File: src/rtl/tm1638_pkg.sv
// ============================================================================
// tm1638_pkg
// Shared types and helpers for the TM1638 page scheduler.
// Revision: 1.0
// ============================================================================
`timescale 1ns/1ps
`default_nettype none

package tm1638_pkg;

  typedef logic [1:0] page_t;

  typedef enum logic [1:0] {
    ST_IDLE   = 2'd0,
    ST_SHOW   = 2'd1,
    ST_URGENT = 2'd2
  } state_t;

  localparam int c_NEXT_KEY = 7;

  // Clock cycles per millisecond tick (MS_DIV).
  function automatic int ms_div(input int clk_hz);
    return clk_hz / 1000;
  endfunction

  // Ceiling log2, never below 1 so it is always usable as a width.
  function automatic int clog2(input int value);
    int r;
    r = 1;
    for (int i = 1; i < 31; i++) begin
      if ((1 << i) < value) r = i + 1;
    end
    return r;
  endfunction

endpackage

`default_nettype wire

File: src/rtl/tm1638_key_debounce.sv
// ============================================================================
// tm1638_key_debounce
// Eight-channel ms-tick debouncer producing one-cycle registered press pulses.
// Revision: 1.0
// ============================================================================
`timescale 1ns/1ps
`default_nettype none

module tm1638_key_debounce
  import tm1638_pkg::*;
#(
  parameter int DEBOUNCE_MS = 10
) (
  input  logic       CLK_IN,
  input  logic       RST_IN,
  input  logic       i_tick,
  input  logic [7:0] i_keys,
  output logic [7:0] o_press
);

  localparam int              c_CW   = clog2(DEBOUNCE_MS + 1);
  localparam logic [c_CW-1:0] c_LAST = c_CW'(DEBOUNCE_MS - 1);

  logic [7:0]      r_state;
  logic [7:0]      r_press;
  logic [c_CW-1:0] r_cnt [8];

  // Any cycle where the raw key matches the accepted state restarts the count.
  always_ff @(posedge CLK_IN or negedge RST_IN) begin
    if (!RST_IN) begin
      r_state <= '0;
      r_press <= '0;
      for (int k = 0; k < 8; k++) r_cnt[k] <= '0;
    end else begin
      r_press <= '0;
      for (int k = 0; k < 8; k++) begin
        if (i_keys[k] == r_state[k]) begin
          r_cnt[k] <= '0;
        end else if (i_tick) begin
          if (r_cnt[k] == c_LAST) begin
            r_state[k] <= i_keys[k];
            r_press[k] <= i_keys[k];
            r_cnt[k]   <= '0;
          end else begin
            r_cnt[k] <= r_cnt[k] + 1'b1;
          end
        end
      end
    end
  end

  assign o_press = r_press;

endmodule

`default_nettype wire

File: src/rtl/tm1638_page_scheduler.sv
// ============================================================================
// tm1638_page_scheduler
// Time-shares one TM1638 panel between client pages with dwell/NEXT rotation.
// Optional urgent preemption: define TM1638_SCHED_URGENT_EN.
// Revision: 1.0
// ============================================================================
`timescale 1ns/1ps
`default_nettype none

module tm1638_page_scheduler
  import tm1638_pkg::*;
#(
  parameter int N_PAGES     = 4,
  parameter int CLK_HZ      = 50_000_000,
  parameter int DWELL_MS    = 2000,
  parameter int DEBOUNCE_MS = 10,
  parameter int URGENT_MS   = 1000
) (
  input  logic                 CLK_IN,
  input  logic                 RST_IN,
  input  logic [N_PAGES*32-1:0] PAGE_DIGITS_IN,
  input  logic [N_PAGES*8-1:0] PAGE_DOTS_IN,
  input  logic [N_PAGES*8-1:0] PAGE_LEDS_IN,
  input  logic [N_PAGES-1:0]   PAGE_EN_IN,
`ifdef TM1638_SCHED_URGENT_EN
  input  logic [N_PAGES-1:0]   URGENT_IN,
`endif
  input  logic [7:0]           KEYS_IN,
  output logic [31:0]          DISP_DIGITS_OUT,
  output logic [7:0]           DISP_DOTS_OUT,
  output logic [7:0]           DISP_LEDS_OUT,
  output logic [7:0]           KEY_EVT_OUT,
  output logic [1:0]           KEY_EVT_PAGE_OUT,
  output logic [1:0]           CUR_PAGE_OUT,
  output logic                 URGENT_ACT_OUT
);

  localparam int              c_MS_DIV   = ms_div(CLK_HZ);
  localparam int              c_PW       = clog2(c_MS_DIV);
  localparam logic [c_PW-1:0] c_PS_LAST  = c_PW'(c_MS_DIV - 1);
  localparam int              c_DW       = clog2(DWELL_MS + 1);
  localparam logic [c_DW-1:0] c_DW_LAST  = c_DW'(DWELL_MS - 1);
  localparam logic [7:0]      c_FWD_MASK = ~(8'd1 << c_NEXT_KEY);

  // First enabled page at or after start, wrapping; falls back to start.
  function automatic page_t next_en(input logic [N_PAGES-1:0] en, input int start);
    page_t res;
    logic  found;
    int    idx;
    res   = page_t'(start % N_PAGES);
    found = 1'b0;
    for (int i = 0; i < N_PAGES; i++) begin
      idx = (start + i) % N_PAGES;
      for (int p = 0; p < N_PAGES; p++) begin
        if (!found && idx == p && en[p]) begin
          res   = page_t'(p);
          found = 1'b1;
        end
      end
    end
    return res;
  endfunction

  state_t          r_state;
  page_t           r_cur;
  logic [c_PW-1:0] r_ps;
  logic [c_DW-1:0] r_dwell;
  logic [31:0]     r_disp_dig;
  logic [7:0]      r_disp_dots;
  logic [7:0]      r_disp_leds;

  logic            w_tick;
  logic [7:0]      w_press;
  logic            w_next;
  logic            w_any_en;
  logic            w_cur_en;
  logic            w_dwell_exp;
  page_t           w_adv_page;
  page_t           w_idle_page;
  logic [31:0]     w_sel_dig;
  logic [7:0]      w_sel_dots;
  logic [7:0]      w_sel_leds;

  always_ff @(posedge CLK_IN or negedge RST_IN) begin
    if (!RST_IN) r_ps <= '0;
    else         r_ps <= w_tick ? '0 : r_ps + 1'b1;
  end

  assign w_tick = (r_ps == c_PS_LAST);

  tm1638_key_debounce #(
    .DEBOUNCE_MS (DEBOUNCE_MS)
  ) u_debounce (
    .CLK_IN  (CLK_IN),
    .RST_IN  (RST_IN),
    .i_tick  (w_tick),
    .i_keys  (KEYS_IN),
    .o_press (w_press)
  );

  assign w_next      = w_press[c_NEXT_KEY];
  assign w_any_en    = |PAGE_EN_IN;
  assign w_dwell_exp = w_tick && (r_dwell == c_DW_LAST);
  assign w_adv_page  = next_en(PAGE_EN_IN, int'(r_cur) + 1);
  assign w_idle_page = next_en(PAGE_EN_IN, int'(r_cur));

  always_comb begin
    w_cur_en   = 1'b0;
    w_sel_dig  = '0;
    w_sel_dots = '0;
    w_sel_leds = '0;
    for (int p = 0; p < N_PAGES; p++) begin
      if (r_cur == page_t'(p)) begin
        w_cur_en   = PAGE_EN_IN[p];
        w_sel_dig  = PAGE_DIGITS_IN[p*32 +: 32];
        w_sel_dots = PAGE_DOTS_IN[p*8 +: 8];
        w_sel_leds = PAGE_LEDS_IN[p*8 +: 8];
      end
    end
  end

`ifdef TM1638_SCHED_URGENT_EN
  localparam int              c_UW      = clog2(URGENT_MS + 1);
  localparam logic [c_UW-1:0] c_UR_LAST = c_UW'(URGENT_MS - 1);

  logic [N_PAGES-1:0] r_urg_prev;
  page_t              r_saved;
  logic [c_UW-1:0]    r_urg_cnt;
  logic               r_urg_act;
  logic [N_PAGES-1:0] w_urg_edge;
  page_t              w_urg_page;

  assign w_urg_edge = URGENT_IN & ~r_urg_prev & PAGE_EN_IN;

  always_comb begin
    w_urg_page = '0;
    for (int p = N_PAGES - 1; p >= 0; p--) begin
      if (w_urg_edge[p]) w_urg_page = page_t'(p);
    end
  end

  assign URGENT_ACT_OUT = r_urg_act;
`else
  assign URGENT_ACT_OUT = 1'b0;
`endif

  always_ff @(posedge CLK_IN or negedge RST_IN) begin
    if (!RST_IN) begin
      r_state     <= ST_IDLE;
      r_cur       <= '0;
      r_dwell     <= '0;
      r_disp_dig  <= '0;
      r_disp_dots <= '0;
      r_disp_leds <= '0;
`ifdef TM1638_SCHED_URGENT_EN
      r_urg_prev  <= '0;
      r_saved     <= '0;
      r_urg_cnt   <= '0;
      r_urg_act   <= 1'b0;
`endif
    end else begin
      if (r_state == ST_IDLE) begin
        r_disp_dig  <= '0;
        r_disp_dots <= '0;
        r_disp_leds <= '0;
      end else begin
        r_disp_dig  <= w_sel_dig;
        r_disp_dots <= w_sel_dots;
        r_disp_leds <= w_sel_leds;
      end
`ifdef TM1638_SCHED_URGENT_EN
      r_urg_prev <= URGENT_IN;
`endif
      case (r_state)
        ST_IDLE: begin
          if (w_any_en) begin
            r_cur   <= w_idle_page;
            r_dwell <= '0;
            r_state <= ST_SHOW;
          end
        end
        ST_SHOW: begin
`ifdef TM1638_SCHED_URGENT_EN
          // Preemption discards any advance requested in the same cycle.
          if (|w_urg_edge) begin
            r_saved   <= r_cur;
            r_cur     <= w_urg_page;
            r_urg_cnt <= '0;
            r_urg_act <= 1'b1;
            r_state   <= ST_URGENT;
          end else
`endif
          if (!w_any_en) begin
            r_state <= ST_IDLE;
          end else if (!w_cur_en || w_dwell_exp || w_next) begin
            r_cur   <= w_adv_page;
            r_dwell <= '0;
          end else if (w_tick) begin
            r_dwell <= r_dwell + 1'b1;
          end
        end
`ifdef TM1638_SCHED_URGENT_EN
        ST_URGENT: begin
          // A disabled saved page is handled by the normal SHOW advance.
          if (w_next || (w_tick && r_urg_cnt == c_UR_LAST)) begin
            r_cur     <= r_saved;
            r_dwell   <= '0;
            r_urg_act <= 1'b0;
            r_state   <= ST_SHOW;
          end else if (w_tick) begin
            r_urg_cnt <= r_urg_cnt + 1'b1;
          end
        end
`endif
        default: r_state <= ST_IDLE;
      endcase
    end
  end

  assign DISP_DIGITS_OUT  = r_disp_dig;
  assign DISP_DOTS_OUT    = r_disp_dots;
  assign DISP_LEDS_OUT    = r_disp_leds;
  assign KEY_EVT_OUT      = w_press & c_FWD_MASK;
  assign KEY_EVT_PAGE_OUT = (|KEY_EVT_OUT) ? r_cur : 2'd0;
  assign CUR_PAGE_OUT     = r_cur;

endmodule

`default_nettype wire

File: config.mk
export PLATFORM = sky130hd
export DESIGN_NAME = tm1638_page_scheduler
export DESIGN_NICKNAME = d
export VERILOG_FILES = /design/src/rtl/tm1638_pkg.sv /design/src/rtl/tm1638_key_debounce.sv /design/src/rtl/tm1638_page_scheduler.sv
export SDC_FILE = /design/constraint.sdc
export NUM_CORES = 1
export LEC_CHECK = 0
export ABC_AREA = 1
export BUFFER_PORTS_ARGS = -buffer_cell sky130_fd_sc_hd__buf_2
export CELL_PAD_IN_SITES_DETAIL_PLACEMENT = 1
export CELL_PAD_IN_SITES_GLOBAL_PLACEMENT = 1
export CORE_UTILIZATION = 39
export DETAILED_ROUTE_END_ITERATION = 6
export GPL_TIMING_DRIVEN = 0
export PLACE_DENSITY = 0.95
export SLEW_MARGIN = 20
export SYNTH_ARGS = -nofsm -noshare
export SYNTH_HDL_FRONTEND = slang
export SYNTH_SLANG_ARGS = --single-unit
File: constraint.sdc
create_clock -name CLK_IN -period 4.5 [get_ports CLK_IN]
set_input_delay 0.225 -clock CLK_IN [delete_from_list [all_inputs] [get_ports CLK_IN]]
set_output_delay 0.225 -clock CLK_IN [all_outputs]
set_load 0.05 [all_outputs]
==> impl_metrics.sql <==
INSERT INTO impl_metrics (metric_group, metric, value, unit) VALUES
('status', 'run_status', 'finished, final reports clean', ''),
('yosys', 'cell_area_after_technology_mapping', '7632', 'um^2'),
('layout', 'areaGrowthSynthToFinish', '29.28', '%'),
('route', 'routed_wirelength', '30510', 'um'),
('route', 'drt_first_iter_violations', '392', ''),
('route', 'detail_route.vias_per_cell', '5.499', ''),
('grt', 'groute.usage.overall', '0.3132', ''),
('timing', 'achievable-frequency', '0.3311', 'GHz'),
('route', 'antenna_violating_nets_post_route', '0', ''),
('yosys', 'yosys.cell_count.top_type', 'sky130_fd_sc_hd__o21ai_0', ''),
('yosys', 'synth.lib_cells_used.distinct', '46', ''),
('critical_path', 'worst-path-max-fanout', '10', ''),
('yosys', 'ys_seq_area_frac', '0.4131', ''),
('clock_tree', 'cts_buffer_depth', '2', ''),
('critical_path', 'timing_worst_setup_path_type', 'register to register', ''),
('yosys', 'synth-edff-count', '0', ''),
('power', 'total_power', '6.125', 'mW'),
('yosys', 'ys_dominant_reg_cell', 'sky130_fd_sc_hd__dfrtp_1', ''),
('timing', 'finalSetupViolations', '0', ''),
('power', 'leakage_power_figure', '5.029', 'nW'),
('yosys', 'synth_area_leaders', 'sky130_fd_sc_hd__dfrtp_1 (41%), sky130_fd_sc_hd__o21ai_0 (11%), sky130_fd_sc_hd__a21oi_1 (8.3%)', ''),
('floorplan', 'number_of_placement_rows', '50', ''),
('floorplan', 'die_area', '20130', 'um^2'),
('layout', 'multi_input_comb_area', '3809', 'um^2'),
('route', 'detail_route.first_pass.iterations', '4', ''),
('timing', 'grt_setup_unrepaired', 'false', ''),
('timing', 'whs', '0.05217', 'ns'),
('placement', 'globalplace.congestion', '0.9732', ''),
('placement', 'place.detailed.instances', '1533', ''),
('yosys', 'synth.top_cells.by_count', 'sky130_fd_sc_hd__o21ai_0 (164), sky130_fd_sc_hd__nand2_1 (134), sky130_fd_sc_hd__a21oi_1 (127)', ''),
('yosys', 'async_reset_ff_frac', '1.000', ''),
('job', 'cap_violations', '0', ''),
('route', 'detail_route.drc_violations', '0', ''),
('min_path', 'hold_path_class', 'input pin to register', ''),
('floorplan', 'vertical_die_dimension', '141.9', 'um'),
('route', 'route.vias.total', '8628', ''),
('timing', 'final_max_slew_viol_count', '0', ''),
('floorplan', 'io_pins', '267', ''),
('grt', 'grt.overflow.total', '0', ''),
('route', 'drt-wirelength-per-cell', '19.44', 'um'),
('floorplan', 'initial_core_util', '0.4026', ''),
('floorplan', 'placeableCoreArea', '18960', 'um^2'),
('yosys', 'synth_top_area_cell', 'sky130_fd_sc_hd__dfrtp_1', ''),
('layout', 'area.sequential', '3153', 'um^2'),
('clock_tree', 'postCtsResizedCells', '0', ''),
('placement', 'detailedPlace.worstSlack', '1.607', 'ns'),
('floorplan', 'die_w', '141.9', 'um'),
('timing', 'post-route-min-period', '3.020', 'ns'),
('yosys', 'synth_top_area_share', '0.4131', ''),
('grt', 'first_global_vias', '9337', ''),
('critical_path', 'worst_ep_arrival_time', '3.29', 'ns'),
('yosys', 'post_synth.cell_area_avg', '7.564', 'um^2'),
('timing', 'period_share', '0.6711', ''),
('layout', 'num-fill-cells', '2471', ''),
('critical_path', 'startpoint_type_of_the_worst_setup_path', 'register', ''),
('clock_tree', 'post_cts_setup_bufs', '0', ''),
('clock_tree', 'cts_made_buffers', '17', ''),
('critical_path', 'critical_path.endpoint_type', 'register', ''),
('clock_tree', 'sinks_on_clock_net', '126', ''),
('placement', 'dpl.hpwl', '22710', 'um'),
('grt', 'grt_pass1_wl', '47970', 'um'),
('power', 'power-per-cell-area', '620.7', 'nW/um^2'),
('clock_tree', 'cts.reportedPaths.clkPinSlew', '0.06', 'ns'),
('timing', 'max-slew-margin-rel', '0.2563', ''),
('yosys', 'ys_ff_latch', '126', ''),
('grt', 'grt_antenna_before_repair', '5', ''),
('timing', 'totalNegativeSetupSlack', '0', 'ns'),
('timing', 'finalClockSkew', '0.01236', 'ns'),
('power', 'vdd_drop_max', '336.5', 'uV'),
('clock_tree', 'tritoncts', 'yes', ''),
('timing', 'postLayoutSetupSlackWorst', '1.480', 'ns');
## cells by family (layout without fill, tap and decap cells)
logic type      count (synthesis)  count (layout)  share of synthesized area
simple gates                  366             366                     0.2221
fa+ha+maj                      25              25                    0.04098
flops                         126             126                     0.4131
xor+xnor                       19              19                    0.02180
compound gates                315             315                     0.2131
buf+inv                       157             450                    0.08836
other cells                     1               8                  0.0004913
## worst max-delay path, stage by stage, from the launching register on
cell,delay (ns)
sky130_fd_sc_hd__dfrtp_1,0.55
sky130_fd_sc_hd__inv_1,0.20
sky130_fd_sc_hd__ha_1,0.28
sky130_fd_sc_hd__inv_1,0.21
sky130_fd_sc_hd__clkbuf_1,0.46
sky130_fd_sc_hd__clkbuf_1,0.55
sky130_fd_sc_hd__o21ai_0,0.37
sky130_fd_sc_hd__o21ai_0,0.16
sky130_fd_sc_hd__a21oi_1,0.08
## layout by cell type (no fill, tap or decap), types with 3 or more instances in the layout
master	count
sky130_fd_sc_hd__nor4_1	7
sky130_fd_sc_hd__o22ai_1	9
sky130_fd_sc_hd__inv_2	6
sky130_fd_sc_hd__nand3_1	31
sky130_fd_sc_hd__nor2_4	3
sky130_fd_sc_hd__buf_6	5
sky130_fd_sc_hd__diode_2	6
sky130_fd_sc_hd__dfrtp_1	126
sky130_fd_sc_hd__ha_1	25
sky130_fd_sc_hd__buf_4	11
sky130_fd_sc_hd__nand3b_1	4
sky130_fd_sc_hd__nor3_2	4
sky130_fd_sc_hd__clkbuf_1	41
sky130_fd_sc_hd__nand2_4	5
sky130_fd_sc_hd__o21ai_1	3
sky130_fd_sc_hd__buf_2	262
sky130_fd_sc_hd__buf_1	3
sky130_fd_sc_hd__inv_1	92
sky130_fd_sc_hd__nand4_1	16
sky130_fd_sc_hd__o21ai_0	164
sky130_fd_sc_hd__and3_1	7
sky130_fd_sc_hd__nand2_2	7
sky130_fd_sc_hd__a21oi_1	127
sky130_fd_sc_hd__xor2_1	18
sky130_fd_sc_hd__nor3_1	27
sky130_fd_sc_hd__nand2_1	134
sky130_fd_sc_hd__clkbuf_16	17
sky130_fd_sc_hd__nor2_1	110
sky130_fd_sc_hd__nor2_2	4
## per-stage QoR
stage / cell area (um^2) / utilization
2_1_floorplan: 7636 / -
3_3_place_gp: 9273 / 0.4892
3_5_place_dp: 9310 / 0.4912
4_1_cts: 9852 / 0.5197
5_1_grt: 9862 / 0.5203
6_report: 9867 / 0.5205
## sequential cells by signal, indices dropped and copies added, names as in the netlist
name	count
CUR_PAGE_OUT	2
u_debounce.r_cnt	32
DISP_DIGITS_OUT	32
u_debounce.o_press	8
r_ps	16
r_dwell	11
r_state	1
DISP_DOTS_OUT	8
DISP_LEDS_OUT	8
u_debounce.r_state	8
## area by class of cell
cell class                      count  share of cell area
Tap cell                          260             0.03297
Buffer                             57             0.02980
Multi-Input combinational cell    727              0.3860
Antenna cell                        6            0.001522
Clock buffer                       23             0.04743
Inverter                          100             0.03855
Timing Repair Buffer              264              0.1377
Clock inverter                      6            0.006467
Sequential cell                   126              0.3196
## final timing paths
path	from	to	slack (ns)	cells past startpoint
min in group asynchronous	RST_IN	u_debounce.r_cnt[11]$_DFFE_PN0P_	0.29	2
min	KEYS_IN[4]	u_debounce.o_press[4]$_DFF_PN0_	0.05	3
max	CUR_PAGE_OUT[0]$_DFFE_PN0P_	DISP_DIGITS_OUT[15]$_DFF_PN0_	1.48	8
min reg2reg	u_debounce.r_state[3]$_DFFE_PN0P_	u_debounce.o_press[3]$_DFF_PN0_	0.50	1
max in group asynchronous	RST_IN	DISP_DIGITS_OUT[21]$_DFF_PN0_	3.45	3
max reg2reg	CUR_PAGE_OUT[0]$_DFFE_PN0P_	DISP_DIGITS_OUT[15]$_DFF_PN0_	1.48	8
## power by group
group          switching, mW  internal [mW]  leakage (nW)
combinational           2.50          0.906          3.13
clock                  0.515          0.777         0.255
sequential            0.0908           1.34          1.64
total                   3.10           3.02          5.03
## routing by layer
metal  GRT usage  routed length (um)
met2      0.5406               15040
met3     0.08032                1774
met4      0.1851                1571
met1      0.3484               12120
met5           0                   0
## repair_timing
action                                 in CTS  in global routing
setup endpoints to repair                   0                  0
endpoints found under the hold margin      50                  0
hold buffers                                1                  0
No activity file was read; power rests on OpenSTA's default activity.
